## src/rtl/mips_boot_loader_pkg.sv

```systemverilog
// Shared definitions for the MIPS boot loader: loader states, header and
// datapath widths, parameter defaults and the word-address helper.
package mips_boot_loader_pkg;

    localparam int unsigned BYTE_W = 8;
    localparam int unsigned WORD_W = 32;
    localparam int unsigned ADDR_W = 32;
    localparam int unsigned LEN_W  = 16;   // LEN_HI:LEN_LO header, in words

    // Byte address of program word 0; also the CPU PC reset value.
    localparam logic [ADDR_W-1:0] BASE_ADDR_DEFAULT = 32'h0000_0000;
    localparam int unsigned       DEPTH_DEFAULT     = 256;

    typedef enum logic [2:0] {
        LD_LEN_HI = 3'd0,
        LD_LEN_LO = 3'd1,
        LD_DATA   = 3'd2,
        LD_CSUM   = 3'd3,
        LD_RUN    = 3'd4,
        LD_ERR    = 3'd5
    } ld_state_e;

    // Byte address of a word index; wraps modulo 2^32.
    function automatic logic [ADDR_W-1:0] word_addr(input logic [ADDR_W-1:0] base,
                                                    input logic [ADDR_W-1:0] idx);
        return base + (idx << 2);
    endfunction

endpackage

```

## src/rtl/mips_boot_loader_word_packer.sv

```systemverilog
// mips_word_packer: assembles four bytes MSB-first into a 32-bit word and
// keeps a running XOR of every byte taken in.
// Ports:
//   clk, reset       clock, asynchronous active-high reset
//   byte_in/byte_en  data byte and its take-in strobe
//   clear            restart assembly and checksum (start of an image)
//   word             assembled word, valid together with word_valid (combinational)
//   word_valid       high while the 4th byte of a word is being taken in
//   csum             running XOR of all bytes taken since clear/reset (registered)
module mips_word_packer
    import mips_boot_loader_pkg::*;
(
    input  logic              clk,
    input  logic              reset,
    input  logic [BYTE_W-1:0] byte_in,
    input  logic              byte_en,
    input  logic              clear,
    output logic [WORD_W-1:0] word,
    output logic              word_valid,
    output logic [BYTE_W-1:0] csum
);

    logic [WORD_W-BYTE_W-1:0] shift_q, shift_d;
    logic [1:0]               cnt_q,   cnt_d;
    logic [BYTE_W-1:0]        csum_q,  csum_d;

    // The 4th byte completes the word in the same cycle it arrives, so the
    // loader can register the write strobe on the following edge.
    assign word       = {shift_q, byte_in};
    assign word_valid = byte_en && (cnt_q == 2'd3);
    assign csum       = csum_q;

    // Next-state: clear wins over a byte so a new image always starts clean.
    always_comb begin
        shift_d = shift_q;
        cnt_d   = cnt_q;
        csum_d  = csum_q;
        if (clear) begin
            shift_d = '0;
            cnt_d   = '0;
            csum_d  = '0;
        end else if (byte_en) begin
            shift_d = {shift_q[WORD_W-2*BYTE_W-1:0], byte_in};
            cnt_d   = cnt_q + 2'd1;
            csum_d  = csum_q ^ byte_in;
        end
    end

    // State registers.
    always_ff @(posedge clk or posedge reset) begin
        if (reset) begin
            shift_q <= '0;
            cnt_q   <= '0;
            csum_q  <= '0;
        end else begin
            shift_q <= shift_d;
            cnt_q   <= cnt_d;
            csum_q  <= csum_d;
        end
    end

endmodule

```

## src/rtl/mips_boot_loader.sv

```systemverilog
// mips_boot_loader: receives a length-prefixed, XOR-checksummed byte image,
// writes it into instruction memory and holds the CPU in reset until the
// image verifies. A bad or oversize image leaves the CPU held forever.
// Ports:
//   clk, reset            clock, asynchronous active-high reset (restarts loading)
//   rx_data/rx_valid      incoming image byte and its valid
//   rx_ready              loader accepts a byte (registered)
//   imem_we/addr/wdata    one-cycle instruction-memory write port (registered)
//   cpu_reset             CPU reset, released only after verification
//   done                  image verified, CPU running
//   error                 sticky: checksum mismatch or length > DEPTH
module mips_boot_loader
    import mips_boot_loader_pkg::*;
#(
    parameter logic [ADDR_W-1:0] BASE_ADDR = BASE_ADDR_DEFAULT,
    parameter int unsigned       DEPTH     = DEPTH_DEFAULT
) (
    input  logic              clk,
    input  logic              reset,
    input  logic [BYTE_W-1:0] rx_data,
    input  logic              rx_valid,
    output logic              rx_ready,
    output logic              imem_we,
    output logic [ADDR_W-1:0] imem_addr,
    output logic [WORD_W-1:0] imem_wdata,
    output logic              cpu_reset,
    output logic              done,
    output logic              error
);

    localparam int unsigned IDX_W = $clog2(DEPTH) + 1;

    ld_state_e         state_q, state_d;
    logic [BYTE_W-1:0] len_hi_q, len_hi_d;
    logic [LEN_W-1:0]  len_q, len_d;
    logic [IDX_W-1:0]  idx_q, idx_d;
    logic              rx_ready_q, rx_ready_d;
    logic              imem_we_q, imem_we_d;
    logic [ADDR_W-1:0] imem_addr_q, imem_addr_d;
    logic [WORD_W-1:0] imem_wdata_q, imem_wdata_d;
    logic              cpu_reset_q, cpu_reset_d;
    logic              done_q, done_d;
    logic              error_q, error_d;

    logic              accept_c;
    logic              pk_en_c;
    logic              pk_clr_c;
    logic [WORD_W-1:0] pk_word;
    logic              pk_word_valid;
    logic [BYTE_W-1:0] pk_csum;
    logic [LEN_W-1:0]  n_c;
    logic              last_word_c;

    assign accept_c = rx_valid && rx_ready_q;
    // Packer controls kept outside the FSM block so word_valid does not
    // feed back into the process that produces byte_en.
    assign pk_en_c  = accept_c && (state_q == LD_DATA);
    assign pk_clr_c = accept_c && (state_q == LD_LEN_HI);
    assign n_c      = {len_hi_q, rx_data};
    assign last_word_c = (LEN_W'(idx_q) + LEN_W'(1)) == len_q;

    mips_word_packer u_packer (
        .clk        (clk),
        .reset      (reset),
        .byte_in    (rx_data),
        .byte_en    (pk_en_c),
        .clear      (pk_clr_c),
        .word       (pk_word),
        .word_valid (pk_word_valid),
        .csum       (pk_csum)
    );

    // Next-state and registered-output logic.
    always_comb begin
        state_d      = state_q;
        len_hi_d     = len_hi_q;
        len_d        = len_q;
        idx_d        = idx_q;
        imem_we_d    = 1'b0;
        imem_addr_d  = imem_addr_q;
        imem_wdata_d = imem_wdata_q;

        unique case (state_q)
            LD_LEN_HI: begin
                if (accept_c) begin
                    len_hi_d = rx_data;
                    state_d  = LD_LEN_LO;
                end
            end
            LD_LEN_LO: begin
                if (accept_c) begin
                    len_d = n_c;
                    idx_d = '0;
                    if (32'(n_c) > 32'(DEPTH)) begin
                        state_d = LD_ERR;
                    end else if (n_c == '0) begin
                        state_d = LD_CSUM;
                    end else begin
                        state_d = LD_DATA;
                    end
                end
            end
            LD_DATA: begin
                if (pk_word_valid) begin
                    imem_we_d    = 1'b1;
                    imem_addr_d  = word_addr(BASE_ADDR, ADDR_W'(idx_q));
                    imem_wdata_d = pk_word;
                    idx_d        = idx_q + IDX_W'(1);
                    if (last_word_c) begin
                        state_d = LD_CSUM;
                    end
                end
            end
            LD_CSUM: begin
                if (accept_c) begin
                    state_d = (rx_data == pk_csum) ? LD_RUN : LD_ERR;
                end
            end
            LD_RUN, LD_ERR: begin
                // Terminal until reset.
            end
            default: begin
                state_d = LD_ERR;
            end
        endcase

        // Status outputs follow the next state so they are registered and
        // change in the cycle right after the deciding byte is accepted.
        rx_ready_d  = (state_d != LD_RUN) && (state_d != LD_ERR);
        cpu_reset_d = (state_d != LD_RUN);
        done_d      = (state_d == LD_RUN);
        error_d     = (state_d == LD_ERR);
    end

    // State and output registers.
    always_ff @(posedge clk or posedge reset) begin
        if (reset) begin
            state_q      <= LD_LEN_HI;
            len_hi_q     <= '0;
            len_q        <= '0;
            idx_q        <= '0;
            rx_ready_q   <= 1'b0;
            imem_we_q    <= 1'b0;
            imem_addr_q  <= BASE_ADDR;
            imem_wdata_q <= '0;
            cpu_reset_q  <= 1'b1;
            done_q       <= 1'b0;
            error_q      <= 1'b0;
        end else begin
            state_q      <= state_d;
            len_hi_q     <= len_hi_d;
            len_q        <= len_d;
            idx_q        <= idx_d;
            rx_ready_q   <= rx_ready_d;
            imem_we_q    <= imem_we_d;
            imem_addr_q  <= imem_addr_d;
            imem_wdata_q <= imem_wdata_d;
            cpu_reset_q  <= cpu_reset_d;
            done_q       <= done_d;
            error_q      <= error_d;
        end
    end

    assign rx_ready   = rx_ready_q;
    assign imem_we    = imem_we_q;
    assign imem_addr  = imem_addr_q;
    assign imem_wdata = imem_wdata_q;
    assign cpu_reset  = cpu_reset_q;
    assign done       = done_q;
    assign error      = error_q;

endmodule

```

## config.mk

```make
export PLATFORM = sky130hd
export DESIGN_NAME = mips_boot_loader
export DESIGN_NICKNAME = d
export VERILOG_FILES = /design/src/rtl/mips_boot_loader_pkg.sv /design/src/rtl/mips_boot_loader_word_packer.sv /design/src/rtl/mips_boot_loader.sv
export SDC_FILE = /design/constraint.sdc
export NUM_CORES = 1
export LEC_CHECK = 0
export BUFFER_PORTS_ARGS = -buffer_cell sky130_fd_sc_hd__buf_2
export CAP_MARGIN = 20
export CORE_MARGIN = 2
export CORE_UTILIZATION = 55
export DETAILED_ROUTE_END_ITERATION = 8
export HOLD_SLACK_MARGIN = 0.15
export PLACE_DENSITY = 0.78
export REMOVE_ABC_BUFFERS = 1
export SETUP_SLACK_MARGIN = 0.02
export SLEW_MARGIN = 20
export SYNTH_ARGS = -nofsm -noshare
export SYNTH_HDL_FRONTEND = slang
export SYNTH_SLANG_ARGS = --single-unit
```

## constraint.sdc

```tcl
create_clock -name clk -period 4.2 [get_ports clk]
set_clock_uncertainty 0.2 [all_clocks]
set_input_delay 0.21 -clock clk [delete_from_list [all_inputs] [get_ports clk]]
set_output_delay 0.21 -clock clk [all_outputs]
set_load 0.05 [all_outputs]
```

==> reports/results.ini <==
[run_status]
status=completed

[pwr]
ir_worst_vdd_mv=0.2733
p_sw_mw=0.9055
internal_power_mw=2.356
clock_power_share=0.437
switching_share=0.2776
leakage_nw=3.141
p_seq_frac=0.416
power.density_mw_per_mm2=529.1
totalPowerFinal_mw=3.262
power_frac_comb=0.146

[sta]
post-route-min-period_ns=3.082
worst_slack_ns=1.118
slew_headroom=0.3493
hold_violations=0
fin_crit_sh=0.7338
rsz0062_at_grt=false
fin_tns_setup_ns=0
hold_slack_ns=0.2650
max_freq_mhz=324.5
slew_viol_final=0
worst_pin_slew_ns=0.9738
setup_violations=0

[final_layout]
utilization=0.6703
nNetsFinal=611
final_common_cell=nand2_1
drive_gt1_frac=0.2079
design_area_mm2=0.006165
diodes=0
most-common-layout-cells=193 x nand2_1, 115 x dfrtp_1, 56 x buf_2, 26 x o21ai_0, 24 x a21oi_1
syn2layout_area_growth_pct=18.27
layout.cells.non_filler=722

[placement]
placed_area_mm2=0.005464
dpl_worst_slack_ns=1.196
portBuffers=56
post-place-cells=679
gp_congestion=0.8112
dp_hpwl_mm=6.957

[logic_synthesis]
synth_top_area_frac=0.5521
synth_area_mm2=0.005212
yosys_warnings=0
seq_area_frac_synth=0.5571
netlist_instances=534
synthTopCellsByArea=dfrtp_1 55%, nand2_1 14%, mux2_2 4.3%
async_flop_share=1.000
yosysTopAreaCell=dfrtp_1
yosysUniqueCellTypes=47
yosys_most_used_dff=dfrtp_1
synth_edf_count=0
synth.ff_latch_count=116
avgSynthCellArea_um2=9.761

[die]
pin_count=80
start_util=0.5668
die_w_um=101.4
core-area_mm2=0.009196
die_h_um=101.4
rows=35
fp.dieArea_mm2=0.01027

[clocking]
cts-resized-gates=0
cts_buffers=17
cts_num_sinks=116
clkTransAtPathRegs_ns=0.06
clock-root-buffer=clkbuf_8
postCtsSetupBuffers=0
clock_latency_ns=0.51
cts_max_level=4
max-clock-path-buffers=2
cts_tree=done

[setup_path]
end_kind=flop
cp_slowest_stage_delay_ns=0.87
crit_path_start_kind=flop
path_class=flop to flop
crit_slowest_cell=inv_2
crit_required_ns=4.42
cp.arrival_ns=3.30
critPathMaxFanout=46
crit_chain=nor2b_1 -> nand3_2 -> inv_2 -> and2_1 -> o21ai_0 -> o31ai_1

[global_route]
antenna_found_initial=0
overflow=0
grt_usage=0.2380
grt_start_max_net_pins=47
grt_pass1_vias=3856
grt_pass1_wl_mm=18.88

[routing]
ant_nets=0
first_pass_iters=5
route.detailed.drc=0
wire_per_inst_um=15.73
via_per_inst=5.483
vias=3959
drt_iter0_drc=278
totalWireLength_mm=11.36

[run]
drv_cap=0

[min_path]
worst_hold_path_type=flop to flop

-- flip-flops by register name (all words and copies together), names as in the netlist --
signal            count
imem_wdata           32
u_packer.shift_q     24
len_q                16
idx_q                 9
imem_addr             9
len_hi_q              8
u_packer.csum         8
state_q               3
u_packer.cnt_q        2
cpu_reset             1
done                  1
error                 1
imem_we               1
rx_ready              1
-- path summary, 6_finish.rpt --
| kind | from | to | slack (ns) | depth (start not counted) |
|---|---|---|---|---|
| min in group asynchronous | reset | imem_we$_DFF_PP0_ | 0.71 | 4 |
| max in group asynchronous | reset | u_packer.csum[5]$_DFFE_PP0P_ | 2.20 | 5 |
| setup / recovery | state_q[0]$_DFF_PP0_ | idx_q[6]$_DFFE_PP0P_ | 1.12 | 6 |
| hold / removal | imem_wdata[17]$_DFFE_PP0P_ | imem_wdata[17]$_DFFE_PP0P_ | 0.26 | 2 |
| setup reg to reg | state_q[0]$_DFF_PP0_ | idx_q[6]$_DFFE_PP0P_ | 1.12 | 6 |
| hold reg to reg | imem_wdata[17]$_DFFE_PP0P_ | imem_wdata[17]$_DFFE_PP0P_ | 0.26 | 2 |
-- power by group through the flow --
| stage | combinational, mW | clock, mW | sequential, mW |
|---|---|---|---|
| 6_report | 0.477 | 1.43 | 1.36 |
| 5_1_grt | 0.513 | 1.49 | 1.37 |
| 4_1_cts | 0.479 | 1.44 | 1.36 |
| 3_5_place_dp | 0.461 | 0 | 1.37 |
| 3_3_place_gp | 0.446 | 0 | 1.36 |
| 2_1_floorplan | 0.315 | 0 | 1.40 |
-- cells in the mapped netlist (all sizes together), types with 3 or more instances --
cell / count
nand2: 193
dfrtp: 115
buf: 42
o21ai: 32
mux2: 26
a21oi: 24
xnor2: 16
nor2: 11
nand3: 9
xor2: 8
clkbuf: 7
nor3: 6
nor4: 6
o31ai: 5
inv: 4
nand3b: 3
nand4: 3
nor2b: 3
-- per-layer routing --
metal | vias up | global-route usage | wire length, um
met5 | - | 0 | 0
met4 | 0 | 0.1008 | 205
met3 | 23 | 0.06487 | 699
met2 | 180 | 0.3698 | 5500
met1 | 1920 | 0.3184 | 4949
li1 | 1836 | - | -
-- final cells by class --
cell class / count / area, um^2
Clock buffer: 19 / 431.7
Inverter: 4 / 17.52
Multi-Input combinational cell: 387 / 2086
Clock inverter: 13 / 158.9
Tap cell: 111 / 138.9
Fill cell: 668 / 3032
Sequential cell: 116 / 2904
Timing Repair Buffer: 72 / 427.9
-- logic make-up (layout without fill, tap and decap cells) --
logic type,after synthesis,count (layout),synth area share
and+or+nand+nor,246,246,0.2055
DFF,116,116,0.5571
other,1,23,0.0007194
buffers and inverters,53,108,0.05953
adders and majority gates,2,2,0.004800
xor gates and xnor gates,24,24,0.04033
AOI/OAI and AO/OA,66,66,0.07513
muxes,26,26,0.05689
-- critical path, delay by kind of cell, from the launching register on --
family                 cells  cell delay [ns]
and+or+nand+nor            3             1.18
DFF                        1             0.56
AOI/OAI and AO/OA          2             0.16
buffers and inverters      1             0.87
-- repair_timing --
item                                   4_1_cts  5_1_grt
hold buffers                                11        0
setup endpoints to repair                    0        0
endpoints found under the hold margin      138        0
No activity file was read; power rests on OpenSTA's default activity.
